===== src/rtl/uart_pkg.sv =====
// Shared types and constants for the byte UART engine.
// Used by the top-level TX path and the RX core.
package uart_pkg;

  localparam int UART_DATA_BITS = 8;
  localparam int UART_MIN_CPB   = 4;

  typedef enum logic [2:0] {
    TX_IDLE,
    TX_START,
    TX_DATA,
    TX_STOP,
    TX_DONE
  } tx_state_t;

  typedef enum logic [2:0] {
    RX_IDLE,
    RX_START,
    RX_DATA,
    RX_STOP,
    RX_BREAK
  } rx_state_t;

endpackage


===== src/rtl/uart_rx_core.sv =====
// UART receiver: 2-FF input synchroniser, falling-edge start
// detection, mid-bit sampling and stop-bit framing check.
module uart_rx_core #(
  parameter int CPB_W = 32
) (
  input  logic             aclk,
  input  logic             areset,
  input  logic [CPB_W-1:0] cpb_eff,
  input  logic             uart_rx,
  output logic             rx_valid,
  output logic [7:0]       rx_data
);
  import uart_pkg::*;

  logic             rx_m;
  logic             rx_s;
  logic             rx_p;
  rx_state_t        st;
  rx_state_t        st_n;
  logic [CPB_W-1:0] cnt;
  logic [CPB_W-1:0] cnt_n;
  logic [CPB_W-1:0] cpb;
  logic [CPB_W-1:0] cpb_n;
  logic [2:0]       bit_i;
  logic [2:0]       bit_n;
  logic [7:0]       sh;
  logic [7:0]       sh_n;
  logic [7:0]       data_q;
  logic [7:0]       data_n;
  logic             vld_n;
  logic             bit_end;
  logic             half_end;

  assign bit_end  = (cnt == cpb - CPB_W'(1));
  assign half_end = (cnt == (cpb >> 1) - CPB_W'(1));

  always_comb begin
    st_n   = st;
    cnt_n  = bit_end ? '0 : cnt + 1'b1;
    cpb_n  = cpb;
    bit_n  = bit_i;
    sh_n   = sh;
    data_n = data_q;
    vld_n  = 1'b0;
    unique case (st)
      RX_IDLE: begin
        cnt_n = '0;
        if (rx_p && !rx_s) begin
          cpb_n = cpb_eff;
          st_n  = RX_START;
        end
      end
      RX_START: begin
        cnt_n = cnt + 1'b1;
        if (half_end) begin
          cnt_n = '0;
          bit_n = '0;
          // A line back high at mid-start is a glitch.
          st_n  = rx_s ? RX_IDLE : RX_DATA;
        end
      end
      RX_DATA: begin
        if (bit_end) begin
          sh_n = {rx_s, sh[7:1]};
          if (bit_i == 3'(UART_DATA_BITS - 1))
            st_n = RX_STOP;
          else
            bit_n = bit_i + 1'b1;
        end
      end
      RX_STOP: begin
        if (bit_end) begin
          if (rx_s) begin
            data_n = sh;
            vld_n  = 1'b1;
            st_n   = RX_IDLE;
          end else begin
            st_n = RX_BREAK;
          end
        end
      end
      RX_BREAK: begin
        cnt_n = '0;
        if (rx_s) st_n = RX_IDLE;
      end
      default: st_n = RX_IDLE;
    endcase
  end

  always_ff @(posedge aclk) begin
    if (areset) begin
      rx_m     <= 1'b1;
      rx_s     <= 1'b1;
      rx_p     <= 1'b1;
      st       <= RX_IDLE;
      cnt      <= '0;
      cpb      <= CPB_W'(UART_MIN_CPB);
      bit_i    <= '0;
      sh       <= '0;
      data_q   <= '0;
      rx_valid <= 1'b0;
    end else begin
      rx_m     <= uart_rx;
      rx_s     <= rx_m;
      rx_p     <= rx_s;
      st       <= st_n;
      cnt      <= cnt_n;
      cpb      <= cpb_n;
      bit_i    <= bit_n;
      sh       <= sh_n;
      data_q   <= data_n;
      rx_valid <= vld_n;
    end
  end

  assign rx_data = data_q;

endmodule


===== src/rtl/uart_engine_core.sv =====
// Full-duplex 8N1/8N2 byte UART with runtime bit period.
// TX FSM lives here; the receiver is in uart_rx_core.
module uart_engine_core #(
  parameter int CPB_W = 32
) (
  input  logic             aclk,
  input  logic             areset,
  input  logic [CPB_W-1:0] uart_cpb_reg,
  input  logic             uart_stp_reg,
  input  logic             data_tx_start_i,
  input  logic [7:0]       uart_tx_data_i,
  output logic             data_sent_o,
  output logic             rx_received_o,
  output logic [7:0]       rx_received_data_o,
  input  logic             uart_rx,
  output logic             uart_tx
);
  import uart_pkg::*;

  logic [CPB_W-1:0] cpb_eff;
  tx_state_t        tx_st;
  tx_state_t        tx_st_n;
  logic [CPB_W-1:0] tx_cnt;
  logic [CPB_W-1:0] tx_cnt_n;
  logic [CPB_W-1:0] tx_cpb;
  logic [CPB_W-1:0] tx_cpb_n;
  logic [2:0]       tx_bit;
  logic [2:0]       tx_bit_n;
  logic [7:0]       tx_data;
  logic [7:0]       tx_data_n;
  logic             tx_two;
  logic             tx_two_n;
  logic             tx_stp2;
  logic             tx_stp2_n;
  logic             tx_line;
  logic             tx_line_n;
  logic             tx_sent;
  logic             tx_sent_n;
  logic             tx_end;

  assign cpb_eff = (uart_cpb_reg < CPB_W'(UART_MIN_CPB))
                 ? CPB_W'(UART_MIN_CPB) : uart_cpb_reg;
  assign tx_end  = (tx_cnt == tx_cpb - CPB_W'(1));

  always_comb begin
    tx_st_n   = tx_st;
    tx_cnt_n  = tx_end ? '0 : tx_cnt + 1'b1;
    tx_cpb_n  = tx_cpb;
    tx_bit_n  = tx_bit;
    tx_data_n = tx_data;
    tx_two_n  = tx_two;
    tx_stp2_n = tx_stp2;
    tx_line_n = 1'b1;
    tx_sent_n = 1'b0;
    unique case (tx_st)
      TX_IDLE: begin
        tx_cnt_n = '0;
        if (data_tx_start_i) begin
          tx_data_n = uart_tx_data_i;
          tx_two_n  = uart_stp_reg;
          tx_cpb_n  = cpb_eff;
          tx_st_n   = TX_START;
        end
      end
      TX_START: begin
        if (tx_end) begin
          tx_bit_n = '0;
          tx_st_n  = TX_DATA;
        end
      end
      TX_DATA: begin
        if (tx_end) begin
          if (tx_bit == 3'(UART_DATA_BITS - 1)) begin
            tx_stp2_n = 1'b0;
            tx_st_n   = TX_STOP;
          end else begin
            tx_bit_n = tx_bit + 1'b1;
          end
        end
      end
      TX_STOP: begin
        if (tx_end) begin
          if (tx_two && !tx_stp2)
            tx_stp2_n = 1'b1;
          else
            tx_st_n = TX_DONE;
        end
      end
      TX_DONE: tx_st_n = TX_IDLE;
      default: tx_st_n = TX_IDLE;
    endcase
    // Line and pulse are registered from the next state.
    if (tx_st_n == TX_START)
      tx_line_n = 1'b0;
    else if (tx_st_n == TX_DATA)
      tx_line_n = tx_data_n[tx_bit_n];
    tx_sent_n = (tx_st_n == TX_DONE);
  end

  always_ff @(posedge aclk) begin
    if (areset) begin
      tx_st   <= TX_IDLE;
      tx_cnt  <= '0;
      tx_cpb  <= CPB_W'(UART_MIN_CPB);
      tx_bit  <= '0;
      tx_data <= '0;
      tx_two  <= 1'b0;
      tx_stp2 <= 1'b0;
      tx_line <= 1'b1;
      tx_sent <= 1'b0;
    end else begin
      tx_st   <= tx_st_n;
      tx_cnt  <= tx_cnt_n;
      tx_cpb  <= tx_cpb_n;
      tx_bit  <= tx_bit_n;
      tx_data <= tx_data_n;
      tx_two  <= tx_two_n;
      tx_stp2 <= tx_stp2_n;
      tx_line <= tx_line_n;
      tx_sent <= tx_sent_n;
    end
  end

  assign uart_tx     = tx_line;
  assign data_sent_o = tx_sent;

  uart_rx_core #(
    .CPB_W (CPB_W)
  ) u_rx (
    .aclk     (aclk),
    .areset   (areset),
    .cpb_eff  (cpb_eff),
    .uart_rx  (uart_rx),
    .rx_valid (rx_received_o),
    .rx_data  (rx_received_data_o)
  );

endmodule


===== config.mk =====
export PLATFORM = sky130hd
export DESIGN_NAME = uart_engine_core
export DESIGN_NICKNAME = d
export VERILOG_FILES = /design/src/rtl/uart_pkg.sv /design/src/rtl/uart_rx_core.sv /design/src/rtl/uart_engine_core.sv
export SDC_FILE = /design/constraint.sdc
export NUM_CORES = 1
export LEC_CHECK = 0
export ABC_CLOCK_PERIOD_IN_PS = 5090
export CORE_MARGIN = 2
export CORE_UTILIZATION = 41
export CTS_CLUSTER_SIZE = 10
export DETAILED_ROUTE_END_ITERATION = 6
export PLACE_DENSITY = 0.67
export SLEW_MARGIN = 0
export SYNTH_ARGS = -nofsm -noshare
export SYNTH_HDL_FRONTEND = slang
export SYNTH_SLANG_ARGS = --single-unit

===== constraint.sdc =====
create_clock -name aclk -period 5.09 [get_ports aclk]
set_input_delay 1.018 -clock aclk [delete_from_list [all_inputs] [get_ports aclk]]
set_output_delay 1.018 -clock aclk [all_outputs]
set_load 0.05 [all_outputs]

==> run metrics <==
Max Transition Viols Final 0; chip height 162 microns; layout cells sized above 1 4.84%; M3 GR Usage 3.19%; crit path DAT 4.87 ns; final std cells w/o fill 1,668; Mapped Area 10,200 sq um; CTS buffer count 17; final hold viol count 0; CP Class reg -> reg; total I/O pin count 56; core footprint 24,500 sq um; DR pass1 iterations 6; Leak Pwr 4.12 nW; vias after detailed routing 9,115; Chip Width 162 microns; worst hold slack 0.416 ns; Final Power 0.00338 W; Clock Power Share 43.1%; post-synthesis sequential area ratio 33.6%; Psw 0.000912 W; Min Clock Period, post-route 4.57 ns; initial antenna violation count 0; Final setup viols 0; GRT Util Overall 19.6%; Net Sw Frac 27.0%; Initial Utilization 41.9%; #FFs+latches synth 172; count of cells resized by post-cts repair 0; Post-Synthesis Net Count 1,396; dpl hpwl 19,500 microns; most common flop cell mapped by yosys dfxtp_1; asr flop ratio synth 0%; most common cell after layout, fill and taps aside nand2_1; setup bufs post-CTS 0; Critical Path Start Type flop; met2 GRT Util 33.1%; setup TNS 0 ns; syn_area_per_cell 7.64 sq um; number of global-route vias before repair 8,378; most frequent cells in the layout nand2_1 (199), nor2_1 (174), dfxtp_1 (172), xnor2_1 (121), a21oi_1 (85); Critical Path RT 5.39 ns; clock skew 0.0117 ns; largest net degree at the start of global routing 62; HP Class reg -> reg; Die ar. 26,300 sq um; post-route antenna net violation count 0; Port Buffers 55; CP Max Fanout 9; vias per inst 5.46; Final period util 89.8%; WL/cell 15.3 microns; first-pass GRT wire length 42,000 microns; Post-synth EDFFs 0; CTS sink cnt 172; Skew-Pair Late Insertion Delay 0.43 ns; Sequential Power Share 42.7%; P_int 0.00247 W; Final #Nets 1,385; grt met1 use 25.1%; CTS tree done; Slew headroom 23.3%; Max VDD drop 168 uV; grt total ovfl 0; Site Rows 57; clock slew at reported path FFs 0.07 ns; final WL 25,600 microns; PD cells 292 nW/um^2; status finished clean; Residual DRC 0; Place WS 0.530 ns; crit end category flop; initial drt markers 526; combinational share of power 14.2%; final worst slack 0.520 ns; H-Tree Depth 4; max frequency 0.219 GHz; synth unique cells 77; MaxCap Viol Count 0; clk root buf clkbuf_16; Top Usage Layer GRT met2; ANT cells 0; Ys Warns 0; Placed Cells 1,636; Worst Max-Slew Pin Slew 1.15 ns; gp weighted congestion 0.897; CTS Buffer Depth 2; Post-Syn Instances 1,342; RSZ-0062 raised after global routing no; area grow syn2layout 12.9%; hold buffers post-CTS 0
worst max-delay path, cell delays in order, from the launching register on:
cell       delay (ns)
dfxtp_1          0.38
inv_1            0.11
ha_1             0.24
nor2b_1          0.31
nand3_1          0.24
nor4_2           0.72
nand2_1          0.10
o41ai_1          0.40
o211ai_1         0.20
nor4b_2          0.61
nand2_1          0.16
nand4bb_1        0.60
mux2i_1          0.32
nor2_1           0.05
cell type report:
class / instances / area [sq um]
well taps: 324 / 405
multi-input cells: 1055 / 6370
clock buffers: 18 / 429
flip-flops and latches: 172 / 3440
clock inverters: 14 / 233
fillers: 2324 / 12900
repair buffers: 62 / 601
inverters: 23 / 86.3
per-stage QoR:
stage	util, %	instance area (sq um)
3_5_place_dp	44.6	10900
4_1_cts	47.3	11600
2_1_floorplan	-	10200
6_report	47.3	11600
5_1_grt	47.3	11600
3_3_place_gp	44.6	10900
cells in the mapped netlist, types with 26 or more instances:
| master | number | area share [%] |
|---|---|---|
| a21oi_1 | 85 | 4.2 |
| and3_1 | 28 | 1.7 |
| clkbuf_1 | 80 | 2.9 |
| dfxtp_1 | 172 | 34 |
| mux2i_1 | 28 | 2.7 |
| nand2_1 | 199 | 7.3 |
| nand3_1 | 56 | 2.7 |
| nand4_1 | 26 | 1.6 |
| nor2_1 | 175 | 6.4 |
| nor3_1 | 30 | 1.5 |
| nor4_1 | 28 | 1.7 |
| xnor2_1 | 121 | 10 |
| xor2_1 | 66 | 5.6 |
registers in the layout, indices dropped and copies added, names as in the netlist:
register / flops
u_rx.cnt: 32
u_rx.cpb: 32
tx_cnt: 32
tx_st: 3
data_sent_o: 1
u_rx.st: 3
uart_tx: 1
tx_two: 1
tx_stp2: 1
tx_cpb: 32
u_rx.rx_valid: 1
u_rx.rx_p: 1
tx_bit: 3
u_rx.rx_s: 1
tx_data: 8
u_rx.bit_i: 3
u_rx.sh: 8
u_rx.rx_m: 1
u_rx.rx_data: 8
cells by family after synthesis:
| kind of cell | count (synthesis) | synth area share (%) |
|---|---|---|
| muxes | 30 | 2.95 |
| adders and majority gates | 9 | 1.10 |
| and+or+nand+nor | 636 | 30.0 |
| DFF | 172 | 33.6 |
| xor gates and xnor gates | 187 | 16.0 |
| buffers and inverters | 115 | 4.26 |
| AOI/OAI and AO/OA | 193 | 12.1 |
final timing paths:
kind	start	to	slack, ns	depth (start not counted)
max reg2reg	u_rx.cpb[2]$_SDFFE_PP1P_	u_rx.rx_data[0]$_SDFFE_PP0P_	0.52	13
min	u_rx.rx_m$_SDFF_PP1_	u_rx.rx_s$_SDFF_PP1_	0.42	1
min reg2reg	u_rx.rx_m$_SDFF_PP1_	u_rx.rx_s$_SDFF_PP1_	0.42	1
max	u_rx.cpb[2]$_SDFFE_PP1P_	u_rx.rx_data[0]$_SDFFE_PP0P_	0.52	13
routing by layer:
| layer | vias to the layer above | wire, microns |
|---|---|---|
| li1 | 4593 | - |
| met2 | 192 | 12200 |
| met4 | 0 | 852 |
| met5 | - | 0 |
| met1 | 4282 | 11600 |
| met3 | 48 | 960 |
power groups by stage:
stage	logic, W	clock network, W	registers (W)
CTS	0.000479	0.00149	0.00144
floorplan	0.000362	0	0.00144
global placement	0.000477	0	0.00147
global route	0.000531	0.00154	0.00145
finish	0.000481	0.00146	0.00144
detailed placement	0.000477	0	0.00147
Power figures use the tool's default switching activity.
